===== src/rtl/spi_write_sequencer_if.sv =====
// spi_write_sequencer_if: requester handshakes, status flags and SPI lines of the write sequencer.
interface spi_write_sequencer_if;
    logic       req0, ack0, req1, ack1;
    logic [6:0] addr0, addr1;
    logic [7:0] data0, data1;
    logic       busy, done;
    logic       sclk, copi, cs_n;

    modport master (
        input  req0, addr0, data0, req1, addr1, data1,
        output ack0, ack1, busy, done, sclk, copi, cs_n
    );

    modport slave (
        output req0, addr0, data0, req1, addr1, data1,
        input  ack0, ack1, busy, done, sclk, copi, cs_n
    );
endinterface


===== src/rtl/spi_write_sequencer.sv =====
// spi_write_sequencer: round-robin arbiter between two write requesters that serializes
// each granted payload into a 17-pulse SPI mode-0 write frame (16 data bits + commit).
module spi_write_sequencer #(
    parameter int CLK_DIV    = 4,
    parameter int GAP_CYCLES = 8
) (
    input  logic                  clk,
    input  logic                  rst_n,
    spi_write_sequencer_if.master bus
);
    typedef enum logic [1:0] {IDLE, SETUP, SHIFT, GAP} state_t;

    localparam logic [7:0] DIV_END    = 8'(CLK_DIV - 1);
    localparam logic [7:0] GAP_END    = 8'(GAP_CYCLES - 1);
    localparam logic [4:0] LAST_PULSE = 5'd16;

    state_t      state, state_nx;
    logic [7:0]  cnt, cnt_nx;
    logic [4:0]  pulse, pulse_nx;
    logic [14:0] shreg, shreg_nx;
    logic        last, last_nx;
    logic        sclk_q, sclk_nx, copi_q, copi_nx, cs_n_q, cs_n_nx;
    logic        ack0_q, ack0_nx, ack1_q, ack1_nx, done_q, done_nx, busy_q;
    logic        g0, g1;
    logic [15:0] word;

    // with both requesting, the side not granted last time wins
    assign g0   = bus.req0 && (!bus.req1 || last);
    assign g1   = bus.req1 && (!bus.req0 || !last);
    assign word = g1 ? {1'b1, bus.addr1, bus.data1} : {1'b1, bus.addr0, bus.data0};

    always_comb begin
        state_nx = state;
        cnt_nx   = cnt + 8'd1;
        pulse_nx = pulse;
        shreg_nx = shreg;
        last_nx  = last;
        sclk_nx  = sclk_q;
        copi_nx  = copi_q;
        cs_n_nx  = cs_n_q;
        ack0_nx  = 1'b0;
        ack1_nx  = 1'b0;
        done_nx  = 1'b0;
        unique case (state)
            IDLE: begin
                cnt_nx = '0;
                if (g0 || g1) begin
                    state_nx = SETUP;
                    shreg_nx = word[14:0];
                    copi_nx  = word[15];
                    cs_n_nx  = 1'b0;
                    ack0_nx  = g0;
                    ack1_nx  = g1;
                    last_nx  = g1;
                end
            end
            SETUP: begin
                if (cnt == DIV_END) begin
                    state_nx = SHIFT;
                    cnt_nx   = '0;
                    pulse_nx = '0;
                    sclk_nx  = 1'b1;
                end
            end
            SHIFT: begin
                if (cnt == DIV_END) begin
                    cnt_nx = '0;
                    // copi moves only with the falling sclk; the shifted-in zero feeds the commit pulse
                    if (sclk_q) begin
                        sclk_nx  = 1'b0;
                        copi_nx  = shreg[14];
                        shreg_nx = {shreg[13:0], 1'b0};
                    end else if (pulse == LAST_PULSE) begin
                        state_nx = GAP;
                        cs_n_nx  = 1'b1;
                        copi_nx  = 1'b0;
                        done_nx  = 1'b1;
                    end else begin
                        sclk_nx  = 1'b1;
                        pulse_nx = pulse + 5'd1;
                    end
                end
            end
            GAP: begin
                if (cnt == GAP_END) begin
                    state_nx = IDLE;
                    cnt_nx   = '0;
                end
            end
            default: state_nx = IDLE;
        endcase
    end

    always_ff @(posedge clk or negedge rst_n) begin
        if (!rst_n) begin
            state  <= IDLE;
            cnt    <= '0;
            pulse  <= '0;
            shreg  <= '0;
            last   <= 1'b1;
            sclk_q <= 1'b0;
            copi_q <= 1'b0;
            cs_n_q <= 1'b1;
            ack0_q <= 1'b0;
            ack1_q <= 1'b0;
            done_q <= 1'b0;
            busy_q <= 1'b0;
        end else begin
            state  <= state_nx;
            cnt    <= cnt_nx;
            pulse  <= pulse_nx;
            shreg  <= shreg_nx;
            last   <= last_nx;
            sclk_q <= sclk_nx;
            copi_q <= copi_nx;
            cs_n_q <= cs_n_nx;
            ack0_q <= ack0_nx;
            ack1_q <= ack1_nx;
            done_q <= done_nx;
            busy_q <= state_nx != IDLE;
        end
    end

    assign bus.sclk = sclk_q;
    assign bus.copi = copi_q;
    assign bus.cs_n = cs_n_q;
    assign bus.ack0 = ack0_q;
    assign bus.ack1 = ack1_q;
    assign bus.done = done_q;
    assign bus.busy = busy_q;

    a_one_ack: assert property (@(posedge clk) disable iff (!rst_n) !(ack0_q && ack1_q));
endmodule


===== src/flat_wrapper.sv =====
// flat-port wrapper written by rule: the top's interface ports become plain ports
module spi_write_sequencer_flat 
#(
    parameter int CLK_DIV    = 4,
    parameter int GAP_CYCLES = 8
)
  (clk, rst_n, bus_req0, bus_addr0, bus_data0, bus_req1, bus_addr1, bus_data1, bus_ack0, bus_ack1, bus_busy, bus_done, bus_sclk, bus_copi, bus_cs_n);
  spi_write_sequencer_if bus_i ();
  input  logic clk;
  input  logic rst_n;
  input wire logic [$bits(bus_i.req0)-1:0] bus_req0;
  input wire logic [$bits(bus_i.addr0)-1:0] bus_addr0;
  input wire logic [$bits(bus_i.data0)-1:0] bus_data0;
  input wire logic [$bits(bus_i.req1)-1:0] bus_req1;
  input wire logic [$bits(bus_i.addr1)-1:0] bus_addr1;
  input wire logic [$bits(bus_i.data1)-1:0] bus_data1;
  output wire logic [$bits(bus_i.ack0)-1:0] bus_ack0;
  output wire logic [$bits(bus_i.ack1)-1:0] bus_ack1;
  output wire logic [$bits(bus_i.busy)-1:0] bus_busy;
  output wire logic [$bits(bus_i.done)-1:0] bus_done;
  output wire logic [$bits(bus_i.sclk)-1:0] bus_sclk;
  output wire logic [$bits(bus_i.copi)-1:0] bus_copi;
  output wire logic [$bits(bus_i.cs_n)-1:0] bus_cs_n;
  assign bus_i.req0 = bus_req0;
  assign bus_i.addr0 = bus_addr0;
  assign bus_i.data0 = bus_data0;
  assign bus_i.req1 = bus_req1;
  assign bus_i.addr1 = bus_addr1;
  assign bus_i.data1 = bus_data1;
  assign bus_ack0 = bus_i.ack0;
  assign bus_ack1 = bus_i.ack1;
  assign bus_busy = bus_i.busy;
  assign bus_done = bus_i.done;
  assign bus_sclk = bus_i.sclk;
  assign bus_copi = bus_i.copi;
  assign bus_cs_n = bus_i.cs_n;
  spi_write_sequencer #(.CLK_DIV(CLK_DIV), .GAP_CYCLES(GAP_CYCLES)) u_core (.clk(clk), .rst_n(rst_n), .bus(bus_i));
endmodule

===== config.mk =====
export PLATFORM = sky130hd
export DESIGN_NAME = spi_write_sequencer_flat
export DESIGN_NICKNAME = d
export VERILOG_FILES = /design/src/rtl/spi_write_sequencer_if.sv /design/src/rtl/spi_write_sequencer.sv /design/src/flat_wrapper.sv
export SDC_FILE = /design/constraint.sdc
export NUM_CORES = 1
export LEC_CHECK = 0
export ABC_CLOCK_PERIOD_IN_PS = 2100
export CAP_MARGIN = 5
export CORE_AREA = 10 10 79 81
export CTS_BUF_LIST = sky130_fd_sc_hd__clkbuf_2
export CTS_CLUSTER_DIAMETER = 100
export DETAILED_ROUTE_END_ITERATION = 8
export DIE_AREA = 0 0 89 91
export GPL_ROUTABILITY_DRIVEN = 0
export HOLD_SLACK_MARGIN = 0.02
export PLACE_DENSITY = 0.74
export SLEW_MARGIN = 30
export SYNTH_ARGS = -nofsm -noshare
export SYNTH_HDL_FRONTEND = slang
export SYNTH_SLANG_ARGS = --single-unit

===== constraint.sdc =====
create_clock -name clk -period 2.1 [get_ports clk]
set_clock_uncertainty 0.2 [all_clocks]
set_input_delay 0.63 -clock clk [delete_from_list [all_inputs] [get_ports clk]]
set_output_delay 0.63 -clock clk [all_outputs]
set_load 0.01 [all_outputs]

After elaboration in Yosys (flattened, before gate mapping)
Cells that the tools add are included.

storage, ports and cells
  register bits = 38
  bits of input ports = 34
  output and inout bits = 7

operators by class
  reductions and logical operators = 19
  mux-type cells = 43
  equality and inequality tests = 14
  add/subtract/negate cells = 2

operator list
  kind                   number
  $mux W15               4
  $pmux W15 S2           1
  $pmux W8 S3            1
  $mux W1                20
  $mux W5                4
  $mux W8                2
  $mux W2                6
  $ne A2 B1 Y1 const B   5
  $pmux W5 S2            1
  $reduce_and A5 Y1      2
  $add A8 B1 Y8 const B  1
  $eq A8 B2 Y1 const B   1
  $eq A8 B3 Y1 const B   1
  $pmux W2 S4            1
  $reduce_and A4 Y1      2
  $pmux W1 S2            3
  $reduce_bool A2 Y1     3
  $add A5 B1 Y5 const B  1
  $eq A5 B5 Y1 const B   1
  $eq A2 B2 Y1 const B   2
  $ne A2 B2 Y1 const B   2
  $logic_not A1 Y1       3
  $logic_or A1 B1 Y1     3
  $ne A3 B1 Y1 const B   1
  6 further kinds        7

Logic depth before layout (Yosys ltp)
  depth in word-level cells = 7
  mapped depth = 7
  gate-level depth less buffers = 6

Worst setup path after synthesis
Ideal clock, no wire load.

  kind = register to register
  start point = register u_core.state[0]
  end point = register u_core.copi_q (netlist: u_core.bus.copi)
  stages on the path, launching flop included = 7
  required time = 1774 ps
  slack = -124 ps
  clock period less this slack = 2224 ps
  arrival time = 1898 ps
  cell sequence = dfrtp_1 inv_1 ha_1 nor3b_1 a21oi_4 buf_6 o32a_1

between the ends
  word-level cells in the longest chain between the ends = 3
  elaborated cells between the ends (all ways) = 8
  classes of those cells = eq/ne (4); mux (1); reduce/logical (3)

RTL lines
  element                                           line                        source
  start, declared                                   spi_write_sequencer.sv:17   state_t state, state_nx;
  start signal, assigned                            spi_write_sequencer.sv:109  state <= state_nx;
  $eq A2 B2 Y1 or $logic_not A2 Y1 (tied branches)  spi_write_sequencer.sv:44   unique case (state)
  $ne A3 B1 Y1 (no line) (tied with other cells)    n/a
  $reduce_and A4 Y1 (no line)                       n/a
  end signal, assigned                              spi_write_sequencer.sv:115  copi_q <= copi_nx;
  end, declared                                     spi_write_sequencer.sv:22   logic sclk_q, sclk_nx, copi_q, copi_nx, cs_n_q, cs_n_nx;

Several ways; a longest one is shown, not always the timed one.
A chain may end at the register's enable or synchronous reset.

Final worst setup path
  start point = register u_core.state[0]
  end point = register u_core.pulse[2]

between the ends
  word-level cells in the longest chain between the ends = 3
  elaborated cells between the ends (all ways) = 9
  classes of those cells = eq/ne (6); mux (1); reduce/logical (2)

RTL lines
  element                                         line                        source
  $eq A2 B2 Y1 or $eq A2 B1 Y1 (tied branches)    spi_write_sequencer.sv:44
  $ne A2 B2 Y1 (no line) (tied with other cells)  n/a
  $reduce_and A5 Y1 (no line)                     n/a
  end signal, assigned                            spi_write_sequencer.sv:111  pulse <= pulse_nx;
  end, declared                                   spi_write_sequencer.sv:19   logic [4:0] pulse, pulse_nx;

Several ways; a longest one is shown, not always the timed one.

==> key figures <==
STA
  – Final setup fails: 0
  – TNS Setup: 0 ps
  – Final Cycle Share: 0.992
  – Final hold violations: 0
  – Slew @ Worst Pin: 416 ps
  – Min Tclk post-route: 2080 ps
  – Slew HR: 0.719
  – RSZ-0062 raised after global routing: true
  – FMAX: 480 MHz
  – Final Slew Violations: 0

Synthesis
  – Synth Cell Area: 2230 um2
  – Syn Area/Cell: 10.6 um2
  – Syn Nets: 252
  – Commonest cells in the netlist: dfrtp_1, nand2_1, mux2i_1
  – Cell variety after synth: 51
  – Register area share after synthesis: 0.428
  – Share of the synthesized area in the top cell type: 0.404
  – Synth Flop Type: dfrtp_1
  – Most common cell in the netlist: dfrtp_1
  – Synth top area cells: dfrtp_1, mux2i_1, mux2_1, ha_1, o21ai_0
  – Synthesis-stage register bit count: 38
  – Async SR Flop Fraction: 1.00
  – Top cell type by total area after synthesis: dfrtp_1
  – EDFF count, synth: 0
  – Yosys warning total: 0
  – Syn Inst Count: 210

Placed design
  – DP HPWL: 3.93 mm
  – Number of buffers added on ports: 40

Cells and area
  – Proportion of layout cells with a drive suffix above 1: 0.300
  – Multi-input logic area: 1320 um2
  – Nets: 331
  – Final Util: 0.682
  – Fill cells: 342
  – Area delta synth->final: 42.6%
  – Register area: 955 um2
  – Ant diodes: 0

Clocking
  – CTS root buffer: clkbuf_2
  – Num Clock Sinks: 38
  – Clk_lat worst skew: 400 ps
  – Clock Tree Buf Depth: 2
  – CTS clk-pin slew, worst paths: 190 ps
  – TritonCTS clock tree: built
  – TritonCTS buffer count: 5
  – H-tree Lvls: 2

Worst setup path
  – Critical-path maximum fanout: 8
  – Reg2reg setup slack: 20 ps
  – Worst Setup EP: u_core.pulse[2]
  – CP Depth: 7
  – Crit path cell chain: inv_2 -> buf_4 -> buf_4 -> ha_2 -> inv_1 -> a211o_1 -> a221o_1
  – Reg2reg end: u_core.pulse[2]
  – Worst path most repeated cell: buf_4
  – Type of the worst setup path: flip-flop to flip-flop
  – Slowest-stage cell, CP: dfrtp_1
  – CP Buf/Inv Count: 4
  – CP Launch Type: flip-flop
  – FF-to-FF path depth: 7
  – Critical Path End Type: flip-flop
  – Delay-heaviest family, CP: compound AO/OA/AOI/OAI gates
  – Crit path from: u_core.state[0]
  – Worst EP arrival: 2190 ps
  – Worst R2R Start: u_core.state[0]
  – CP Data Required Time: 2200 ps
  – Critical Path Max Stage Delay: 400 ps

Drt
  – WL/cell: 15.8 um
  – Vias: 1,909
  – Routed vias/inst: 5.55
  – DR DRC count: 0
  – Drt pass-1 iters: 4
  – ANT nets after route: 0
  – DRT iter0 DRCs: 79
  – Routed WL: 5.45 mm

Power
  – Leak: 1.50 nW
  – Power per cell area: 408 nW/um2
  – Power Total: 1.30 mW
  – Worst vdd ir: 320 uV

Hold path
  – Min-Delay Path Class: flip-flop to flip-flop

Floorplan
  – Initial core utilization: 0.478
  – Core area: 4660 um2
  – Total Die Area: 8100 um2
  – Die Width: 89 um
  – # rows: 25
  – Chip height: 91 um
  – Top Ports: 41

Global routing
  – Initial antenna violation count: 0
  – Vias in the first global route: 1,921
  – Total grt overflow: 0
  – Gr usage total: 0.137
  – First-pass GRT wire length: 9.05 mm
  – Pin count of the biggest net entering global routing: 30

Job
  – Max-Cap Viols: 0

Outcome
  – Run status: finished, final reports clean
[repair_timing]
item / 4_1_cts / 5_1_grt
gates cloned: 0 / 1
setup endpoints to repair: 26 / 21
gates resized for setup: 10 / 25
hold buffers: 1 / 0
pin swaps: 3 / 6
setup buffers: 7 / 1
endpoints found under the hold margin: 17 / 0
[layer usage]
| metal | share of wire | GRT usage | wire, um | vias to the layer above |
|---|---|---|---|---|
| met5 | 0 | 0 | 0 | - |
| met4 | 0.020 | 0.0557 | 110 | 0 |
| met3 | 0.037 | 0.0223 | 201 | 10 |
| li1 | - | - | - | 928 |
| met1 | 0.44 | 0.165 | 2370 | 936 |
| met2 | 0.51 | 0.232 | 2770 | 35 |
[where the power goes]
group | total, mW | switching [mW] | leakage [nW] | internal (mW)
Sequential | 0.735 | 0.000839 | 0.448 | 0.734
Combinational | 0.120 | 0.0404 | 1.01 | 0.0799
Clock | 0.443 | 0.246 | 0.0427 | 0.198
Total | 1.30 | 0.287 | 1.50 | 1.01
[cells in the final DEF (no fill, tap or decap), drive strengths merged, types with 2 or more instances in the layout]
master	netlist	final
and3	6	6
nand3	4	4
xor2	4	4
clkinv	0	2
nand2	19	19
a221oi	2	2
mux2i	16	16
clkbuf	4	6
ha	8	8
dfstp	2	2
nor2	13	13
a41o	2	2
o21ai	18	18
buf	4	39
clkdlybuf4s50	0	31
nor2b	2	2
nand4	3	3
dlygate4sd2	0	7
dfrtp	36	36
a22o	3	3
or4b	2	2
a21boi	2	2
mux2	17	17
a41oi	4	4
nand2b	3	3
inv	8	8
a21oi	8	8
[layout make-up]
cell class,count,area share
repair buffers,80,0.235
clock buffers,5,0.00787
clock inverters,3,0.0126
inverters,8,0.00944
well taps,54,0.0212
flip-flops and latches,38,0.300
multi-input cells,156,0.414
[through the flow]
stage               setup slack (ps)  hold WS (ps)  instance area [um2]  cells
floorplan                       12.4           134                 2240    210
global placement                -339           267                 2910    326
detailed placement              -373           277                 2910    326
CTS                             21.7           318                 3050    342
global route                   -86.0           358                 3180    344
finish                          16.4           342                 3180    344
[logic make-up after synthesis]
kind of cell / share of synthesized area
fa+ha+maj: 0.0449
buf+inv: 0.0348
flops: 0.428
mux: 0.158
compound gates: 0.154
simple gates: 0.162
xor+xnor: 0.0196
[worst min path at each step]
stage | startpoint | to | depth (start not counted)
after floorplan | rst_n | u_core.bus.ack0 | 0
after global placement | u_core.shreg[13] | u_core.shreg[13] | 1
after detailed placement | u_core.shreg[12] | u_core.shreg[12] | 1
after CTS | u_core.shreg[12] | u_core.shreg[12] | 1
after global routing | u_core.shreg[11] | u_core.shreg[11] | 1
final | u_core.shreg[7] | u_core.shreg[7] | 1
[state kept, by name, indices dropped and copies added, names as in the netlist]
name and flops:
u_core.bus.sclk 1, u_core.pulse 5, u_core.last 1, u_core.state 2
u_core.shreg 15, u_core.bus.copi 1, u_core.bus.cs_n 1, u_core.cnt 8
u_core.bus.busy 1, u_core.bus.ack1 1, u_core.bus.done 1, u_core.bus.ack0 1
Note: power is estimated with default switching activity, not from simulation.
